<file path="config.mk">
export PLATFORM = sky130hd
export DESIGN_NAME = proc_clock_ctrl
export DESIGN_NICKNAME = d
export VERILOG_FILES = /design/src/rtl/proc_clock_ctrl.sv
export SDC_FILE = /design/constraint.sdc
export NUM_CORES = 1
export LEC_CHECK = 0
export CORE_MARGIN = 5
export CORE_UTILIZATION = 50
export DETAILED_ROUTE_END_ITERATION = 7
export PLACE_DENSITY = 0.76
export SYNTH_ARGS = -nofsm -noshare
export SYNTH_HDL_FRONTEND = slang
export SYNTH_SLANG_ARGS = --single-unit
</file>
<file path="constraint.sdc">
create_clock -name clk -period 2.5 [get_ports clk]
set_clock_uncertainty 0.2 [all_clocks]
set_input_delay 0.75 -clock clk [delete_from_list [all_inputs] [get_ports clk]]
set_output_delay 0.75 -clock clk [all_outputs]
set_load 0.02 [all_outputs]
</file>
<file path="src/rtl/proc_clock_ctrl.sv">
// Processor clock-enable and stall controller: divides clk into a one-cycle CPU enable,
// merges stall requests through req/ack, sequences the CPU reset and counts stall cycles.
module proc_clock_ctrl #(
    parameter int NUM_STALL    = 2,
    parameter int DIV_WIDTH    = 8,
    parameter int RESET_CYCLES = 16
) (
    input  logic                 clk,
    input  logic                 rst_n,
    input  logic [DIV_WIDTH-1:0] div_i,
    input  logic [NUM_STALL-1:0] stall_req_i,
    output logic [NUM_STALL-1:0] stall_ack_o,
    output logic                 proc_ce_o,
    output logic                 proc_rst_n_o,
    output logic [31:0]          stall_cycles_o,
    output logic [1:0]           dbg_state_o
);

    localparam int RCW = $clog2(RESET_CYCLES + 1);
    localparam logic [RCW-1:0] RST_LAST = RCW'(RESET_CYCLES - 1);

    typedef enum logic [1:0] {
        ST_RESET = 2'd0,
        ST_RUN   = 2'd1,
        ST_STALL = 2'd2
    } state_e;

    // Handshake: stall_ack_o[i] follows stall_req_i[i] one edge later in every state, so a
    // requester that holds req until it sees ack knows the CPU is frozen from that edge on.

    state_e               state_q, state_d;
    logic [DIV_WIDTH-1:0] cnt_q, cnt_d;
    logic [DIV_WIDTH-1:0] div_q, div_d;
    logic [RCW-1:0]       rst_cnt_q, rst_cnt_d;
    logic                 ce_d;
    logic                 prst_n_d;
    logic                 any_req;
    logic                 tick;

    assign any_req = |stall_req_i;
    assign tick    = (cnt_q == div_q);

    always_comb begin
        state_d   = state_q;
        cnt_d     = cnt_q;
        div_d     = div_q;
        rst_cnt_d = rst_cnt_q;
        ce_d      = 1'b0;
        prst_n_d  = proc_rst_n_o;
        case (state_q)
            ST_RESET: begin
                rst_cnt_d = rst_cnt_q + RCW'(1);
                div_d     = div_i;
                cnt_d     = '0;
                if (rst_cnt_q == RST_LAST) begin
                    prst_n_d = 1'b1;
                    state_d  = any_req ? ST_STALL : ST_RUN;
                end
            end
            ST_RUN: begin
                // A request beats a coincident tick; cnt holds so that enable is only deferred.
                if (any_req) begin
                    state_d = ST_STALL;
                end else if (tick) begin
                    ce_d  = 1'b1;
                    cnt_d = '0;
                    div_d = div_i;
                end else begin
                    cnt_d = cnt_q + DIV_WIDTH'(1);
                end
            end
            ST_STALL: begin
                if (!any_req) begin
                    state_d = ST_RUN;
                end
            end
            default: state_d = ST_RESET;
        endcase
    end

    always_ff @(posedge clk or negedge rst_n) begin
        if (!rst_n) begin
            state_q        <= ST_RESET;
            cnt_q          <= '0;
            div_q          <= '0;
            rst_cnt_q      <= '0;
            proc_ce_o      <= 1'b0;
            proc_rst_n_o   <= 1'b0;
            stall_ack_o    <= '0;
            stall_cycles_o <= '0;
        end else begin
            state_q      <= state_d;
            cnt_q        <= cnt_d;
            div_q        <= div_d;
            rst_cnt_q    <= rst_cnt_d;
            proc_ce_o    <= ce_d;
            proc_rst_n_o <= prst_n_d;
            stall_ack_o  <= stall_req_i;
            if (state_q == ST_STALL && stall_cycles_o != 32'hFFFF_FFFF) begin
                stall_cycles_o <= stall_cycles_o + 32'd1;
            end
        end
    end

    assign dbg_state_o = state_q;

endmodule

</file>
==> impl_metrics.env, run 1 <==
export IMPL_vdd_ir_drop_worst_uv=576
export IMPL_numCtsBuffers=9
export IMPL_timing_critical_path_to="stall_cycles_o[6]"
export IMPL_ys_seq_area_share_pct=51.4
export IMPL_sequential_cell_area_um2=1480
export IMPL_vias_per_cell=5.36
export IMPL_die_h_um=85.8
export IMPL_synth_cells=250
export IMPL_worst_ep_arrival_ns=1.44
export IMPL_detailedPlacementHpwl_um=4200
export IMPL_num_antenna_cells=0
export IMPL_vias=2103
export IMPL_critical_path_reg2reg_endpoint="div_q[7]"
export IMPL_synth_top_cell_area_share_pct=51.4
export IMPL_post_synth_instance_area_um2=2870
export IMPL_number_of_flops_mapped_to_enable_cells_by_yosys=0
export IMPL_count_of_final_setup_violators=0
export IMPL_critical_path_reg2reg_startpoint="cnt_q[0]"
export IMPL_cts_setup_buffers=0
export IMPL_floorplan_core_area_um2=5540
export IMPL_nNetsFinal=332
export IMPL_io_pins=50
export IMPL_drt_antenna_violating_nets=0
export IMPL_worst_r2r_cell_count=5
export IMPL_critPathSlowestCell="sky130_fd_sc_hd__clkdlybuf4s50_1"
export IMPL_buffer_ports_inserted=49
export IMPL_report_final_slew_viol_count=0
export IMPL_setup_repair_after_global_routing_missed_its_margin="no"
export IMPL_post_cts_resize_count=0
export IMPL_drtPass1Iterations=4
export IMPL_async_reset_ff_share_pct=100
export IMPL_grt_use_total_pct=17.0
export IMPL_cts_clk_slew_worst_paths_ns=0.06
export IMPL_worstSetupEndpointType="primary output"
export IMPL_clkSinkCount=59
export IMPL_floorplan_die_width_um=85.8
export IMPL_grt_start_max_net_pins=39
export IMPL_power_mw=2.94
export IMPL_setup_tns_final_ns=0
export IMPL_fillers=436
export IMPL_synth_main_ff_cell="sky130_fd_sc_hd__dfrtp_1"
export IMPL_synthesis_area_per_instance_um2=11.5
export IMPL_layout_worst_path_cycle_share_pct=95.5
export IMPL_ctsRootBufferMaster="sky130_fd_sc_hd__clkbuf_8"
export IMPL_worstHoldPathType="input port to async pin"
export IMPL_cap_violations=0
export IMPL_grt_overflow=0
export IMPL_power_density_nw_per_um2=794
export IMPL_row_count=27
export IMPL_ys_ff_latch=59
export IMPL_drive_above_1_share_pct=13.4
export IMPL_place_congestion=0.785
export IMPL_outcome="finished, final reports clean"
export IMPL_initial_core_util_pct=51.9
export IMPL_drt_first_iter_violations=95
export IMPL_first_global_vias=2124
export IMPL_crit_fanout=5
export IMPL_netlist_cell_type_count=42
export IMPL_critPathLaunchType="register"
export IMPL_multi_input_area_um2=1360
export IMPL_critical_path_max_stage_delay_ns=0.65
export IMPL_routed_wl_um=5650
export IMPL_shortest_clock_period_the_worst_path_allows_after_layout_ns=2.39
export IMPL_worstSetupPathDepth=1
export IMPL_syn_num_nets=266
export IMPL_tightestPinTransition_ns=0.508
export IMPL_fp_dieArea_um2=7360
export IMPL_drt_drc_violations_left=0
export IMPL_clockBufferDepth=2
export IMPL_grt_pass1_wl_um=9920
export IMPL_area_growth_syn_to_layout_pct=29.1
export IMPL_achievable_frequency_ghz=0.419
export IMPL_final_count_of_hold_timing_violations=0
export IMPL_worst_setup_path_startpoint="stall_cycles_o[6]"
export IMPL_cell_class_contributing_the_biggest_share_of_worst_path_delay="buffers and inverters"
export IMPL_clock_tree_htree_level_count=3
export IMPL_clk_latency_ns=0.33
export IMPL_leading_post_synthesis_cells_by_cell_area="sky130_fd_sc_hd__dfrtp_1 (51%), sky130_fd_sc_hd__xnor2_1 (9.1%), sky130_fd_sc_hd__mux2_1 (3.9%)"
export IMPL_cp_required_ns=1.55
export IMPL_post_drt_wl_per_cell_um=14.4
export IMPL_postCtsHoldBufs=0
export IMPL_cts_tree="yes"
export IMPL_timing_critical_path_buf_inv=1
export IMPL_worstSetupPathType="register to primary output"
export IMPL_r2r_slack_ns=0.21
export IMPL_slew_headroom_pct=65.8
export IMPL_crit_chain="clkdlybuf4s50_1"
export IMPL_synthDominantAreaCellType="sky130_fd_sc_hd__dfrtp_1"
export IMPL_power_static_leakage_nw=1.58
export IMPL_yosysWarnings=0
export IMPL_antenna_found_initial=0
cells in the final DEF, fill, tap and decap left out, types with 3 or more instances in the layout:
master                            netlist  layout
sky130_fd_sc_hd__dfrtp_1               59      59
sky130_fd_sc_hd__xor2_1                12      12
sky130_fd_sc_hd__nand3_2                5       5
sky130_fd_sc_hd__nand4_1               12      12
sky130_fd_sc_hd__nor2_1                12      12
sky130_fd_sc_hd__mux2_1                10      10
sky130_fd_sc_hd__o21ai_0                6       6
sky130_fd_sc_hd__a21oi_1                8       8
sky130_fd_sc_hd__xnor2_1               30      30
sky130_fd_sc_hd__buf_4                  0      10
sky130_fd_sc_hd__a31oi_1                3       3
sky130_fd_sc_hd__nand3_1               18      18
sky130_fd_sc_hd__clkdlybuf4s50_1        0      48
sky130_fd_sc_hd__clkbuf_8               0      11
sky130_fd_sc_hd__nand2_1               18      18
sky130_fd_sc_hd__and3_1                12      12
sky130_fd_sc_hd__nand2b_1               4       4
sky130_fd_sc_hd__nor3_1                 6       6
sky130_fd_sc_hd__ha_1                   4       4
worst min-delay path by stage:
stage                               endpoint  slack [ns]  depth (start not counted)
final                     stall_cycles_o[24]        0.18                          1
after global routing      stall_cycles_o[24]        0.21                          1
after CTS                 stall_cycles_o[24]        0.18                          1
after detailed placement        proc_rst_n_o        0.26                          1
after global placement          proc_rst_n_o        0.24                          1
after floorplan                 rst_cnt_q[3]        0.24                          1
where the power goes:
| part | internal (mW) | total [mW] | switching (mW) |
|---|---|---|---|
| Sequential | 1.13 | 1.28 | 0.151 |
| Clock | 0.508 | 0.859 | 0.351 |
| Combinational | 0.399 | 0.805 | 0.406 |
kinds of logic after synthesis:
group	Yosys count	share of synthesized area, %
AND/OR/NAND/NOR	105	22.8
AO/OA/AOI/OAI	23	5.75
XOR/XNOR	42	12.8
multiplexers	11	4.31
buffers and inverters	6	1.18
flip-flops	59	51.4
adder cells (fa/ha/maj)	4	1.74
synth_stat cells, types with 2 or more instances:
library cell,n
sky130_fd_sc_hd__nor4_2,2
sky130_fd_sc_hd__o21ai_0,6
sky130_fd_sc_hd__a21oi_1,8
sky130_fd_sc_hd__ha_1,4
sky130_fd_sc_hd__a31oi_1,3
sky130_fd_sc_hd__and3_1,12
sky130_fd_sc_hd__a21o_1,2
sky130_fd_sc_hd__nor3_1,6
sky130_fd_sc_hd__xor2_1,12
sky130_fd_sc_hd__nor2_1,12
sky130_fd_sc_hd__dfrtp_1,59
sky130_fd_sc_hd__or2_2,2
sky130_fd_sc_hd__nand2_1,18
sky130_fd_sc_hd__mux2_1,10
sky130_fd_sc_hd__buf_2,3
sky130_fd_sc_hd__nand3_1,18
sky130_fd_sc_hd__nand3_2,5
sky130_fd_sc_hd__nand4_1,12
sky130_fd_sc_hd__xnor2_1,30
sky130_fd_sc_hd__nand2b_1,4
sequential cells by signal, indices dropped and copies added (netlist names):
register,flops
div_q,8
proc_ce_o,1
cnt_q,8
rst_cnt_q,5
dbg_state_o,2
stall_cycles_o,32
proc_rst_n_o,1
stall_ack_o,2
per-stage QoR:
stage	utilization (%)	hold slack (ns)	instance area, µm²	setup WS [ns]	std cells
5_1_grt	66.9	0.213	3710	0.0341	392
3_5_place_dp	63.4	0.257	3510	0.00291	377
4_1_cts	66.9	0.180	3710	0.0920	392
3_3_place_gp	63.4	0.243	3510	0.0479	377
2_1_floorplan	-	0.238	2870	0.307	250
6_report	66.9	0.175	3710	0.112	392
cell type report:
class	instances	area share (%)
Tap cell	72	2.43
Inverter	1	0.101
Multi-Input combinational cell	185	36.8
Sequential cell	59	39.8
Clock inverter	2	0.945
Timing Repair Buffer	60	15.7
Clock buffer	13	4.29
metal layers:
metal	GRT usage, %	part of all wire (%)
met5	0	0
met3	3.65	4.8
met1	21.7	43
met4	8.92	2.3
met2	27.1	49
No activity file was read; power rests on OpenSTA's default activity.
==> run 2, diff against run 1 <==
- CAP_MARGIN: not set -> 20
- CORE_UTILIZATION: 50 -> 53
- PLACE_DENSITY: 0.76 -> 0.8
==> run 2 against run 1 <==
Clock power up 9.4%. Final cell count decreased by 0.51%. Worst setup slack worse by 0.018 ns. Sequential power barely moved. Non-clock buffer count shrank 1.
==> impl_metrics.env, run 2 (synthesis gave the netlist of run 1 again) <==
export IMPL_power_static_leakage_nw=1.58
export IMPL_critical_path_reg2reg_endpoint="div_q[0]"
export IMPL_die_h_um=83.6
export IMPL_crit_chain="clkdlybuf4s50_1"
export IMPL_critPathLaunchType="register"
export IMPL_worstSetupEndpointType="primary output"
export IMPL_switching_power_uw=956
export IMPL_worst_r2r_cell_count=5
export IMPL_layout_worst_path_cycle_share_pct=96.2
export IMPL_ctsRootBufferMaster="sky130_fd_sc_hd__clkbuf_8"
export IMPL_drt_drc_violations_left=0
export IMPL_place_congestion=0.805
export IMPL_fp_dieArea_um2=6990
export IMPL_timing_critical_path_to="stall_cycles_o[6]"
export IMPL_critical_path_max_stage_delay_ns=0.65
export IMPL_cts_tree="yes"
export IMPL_grt_overflow=0
export IMPL_most_common_layout_cells="sky130_fd_sc_hd__dfrtp_1 (59), sky130_fd_sc_hd__clkdlybuf4s50_1 (48), sky130_fd_sc_hd__xnor2_1 (30), sky130_fd_sc_hd__nand2_1 (18), sky130_fd_sc_hd__nand3_1 (18)"
export IMPL_vias=2166
export IMPL_power_density_nw_per_um2=819
export IMPL_cts_setup_buffers=0
export IMPL_drive_above_1_share_pct=13.4
export IMPL_area_growth_syn_to_layout_pct=29.2
export IMPL_cts_clk_slew_worst_paths_ns=0.07
export IMPL_r2r_slack_ns=0.18
export IMPL_row_count=26
export IMPL_numCtsBuffers=9
export IMPL_worstSetupPathDepth=1
export IMPL_grt_pass1_wl_um=10600
export IMPL_post_cts_resize_count=0
export IMPL_worst_ep_arrival_ns=1.46
export IMPL_cp_required_ns=1.55
export IMPL_setup_tns_final_ns=0
export IMPL_clockBufferDepth=2
export IMPL_critical_path_reg2reg_startpoint="cnt_q[3]"
export IMPL_timing_critical_path_buf_inv=1
export IMPL_switching_portion_of_total_power_pct=31.5
export IMPL_worst_setup_path_startpoint="stall_cycles_o[6]"
export IMPL_nNetsFinal=331
export IMPL_clkSinkCount=59
export IMPL_intPower_mw=2.08
export IMPL_clock_tree_htree_level_count=3
export IMPL_buffer_ports_inserted=49
export IMPL_placement_setup_worst_slack_ns=-0.0783
export IMPL_post_drt_wl_per_cell_um=15.6
export IMPL_finish_cell_count_without_fillers=390
export IMPL_shortest_clock_period_the_worst_path_allows_after_layout_ns=2.41
export IMPL_floorplan_core_area_um2=5170
export IMPL_drt_antenna_violating_nets=0
export IMPL_drt_first_iter_violations=125
export IMPL_sequentialPowerShare_pct=42.4
export IMPL_grt_use_total_pct=18.7
export IMPL_registers_top_by_ff_count="stall_cycles_o"
export IMPL_floorplan_die_width_um=83.6
export IMPL_largest_register_ff_count=32
export IMPL_final_common_cell="sky130_fd_sc_hd__dfrtp_1"
export IMPL_cap_violations=0
export IMPL_place_detailed_instances=374
export IMPL_initial_core_util_pct=55.5
export IMPL_num_antenna_cells=0
export IMPL_vdd_ir_drop_worst_uv=657
export IMPL_crit_fanout=5
export IMPL_vias_per_cell=5.55
export IMPL_reg_top3="stall_cycles_o: 32 flops, cnt_q: 8 flops, div_q: 8 flops"
export IMPL_cell_class_contributing_the_biggest_share_of_worst_path_delay="buffers and inverters"
export IMPL_share_clk_of_total_power_pct=30.9
export IMPL_grt_start_max_net_pins=60
export IMPL_routed_wl_um=6080
export IMPL_report_final_slew_viol_count=0
export IMPL_first_global_vias=2263
export IMPL_postCtsHoldBufs=0
export IMPL_detailedPlacementHpwl_um=4420
export IMPL_comb_power_share_pct=26.7
export IMPL_drtPass1Iterations=4
export IMPL_io_pins=50
export IMPL_clk_latency_ns=0.34
export IMPL_worstSetupPathType="register to primary output"
export IMPL_fin_ws_ns=0.0944
export IMPL_achievable_frequency_ghz=0.416
export IMPL_slew_headroom_pct=65.6
export IMPL_outcome="finished, final reports clean"
export IMPL_setup_repair_after_global_routing_missed_its_margin="no"
export IMPL_tightestPinTransition_ns=0.512
export IMPL_count_of_final_setup_violators=0
export IMPL_worstHoldPathType="input port to async pin"
export IMPL_critPathSlowestCell="sky130_fd_sc_hd__clkdlybuf4s50_1"
export IMPL_antenna_found_initial=0
export IMPL_final_count_of_hold_timing_violations=0
-- run 2: cell count changes in the layout (fill, tap and decap cells not counted), sizes merged --
cell      change
clkinvlp      +1
bufinv        +1
clkinv        +1
clkbuf        -2
buf           -1
-- run 2: per-layer routing --
layer	global-route usage, %	wire length [µm]	share of wire (%)	up-vias
met4	9.36	93	1.5	0
met5	0	0	0	-
li1	-	-	-	1023
met1	22.2	2580	42	1071
met3	4.24	274	4.5	12
met2	31.9	3130	51	60
-- run 2: per-stage QoR --
stage                     power, mW  cell area [µm²]  hold WS (ns)  utilization, %
after floorplan                1.79             2870         0.238               -
after global placement         2.08             3500         0.244            67.7
after detailed placement       2.12             3500         0.264            67.7
after CTS                      3.07             3710         0.207            71.8
after global routing           3.22             3710         0.216            71.8
final                          3.04             3710         0.196            71.8
-- run 2: power groups by stage --
stage	Sequential, mW	Clock [mW]	Combinational (mW)
6_report	1.29	0.940	0.811
5_1_grt	1.31	1.00	0.903
2_1_floorplan	1.34	0	0.442
4_1_cts	1.29	0.952	0.829
3_3_place_gp	1.29	0	0.786
3_5_place_dp	1.30	0	0.820
-- run 2: how the worst min path moves through the flow --
| stage | end | slack (ns) |
|---|---|---|
| after floorplan | rst_cnt_q[3] | 0.24 |
| after global placement | proc_rst_n_o | 0.24 |
| after detailed placement | rst_cnt_q[3] | 0.26 |
| after CTS | stall_cycles_o[27] | 0.21 |
| after global routing | stall_cycles_o[25] | 0.22 |
| final | stall_cycles_o[27] | 0.20 |
-- run 2: layout make-up --
| cell class | instances | area, µm² |
|---|---|---|
| clock inverters | 5 | 77.6 |
| inverters | 1 | 3.75 |
| repair buffers | 59 | 573 |
| flip-flops and latches | 59 | 1480 |
| multi-input cells | 185 | 1360 |
| fillers | 372 | 1460 |
| well taps | 70 | 87.6 |
| clock buffers | 11 | 131 |
==> run 3, diff against run 2 <==
- SLEW_MARGIN: not set -> 10
==> results of run 3 <==
The final DEF is identical to that of run 2; final timing and power are the same.
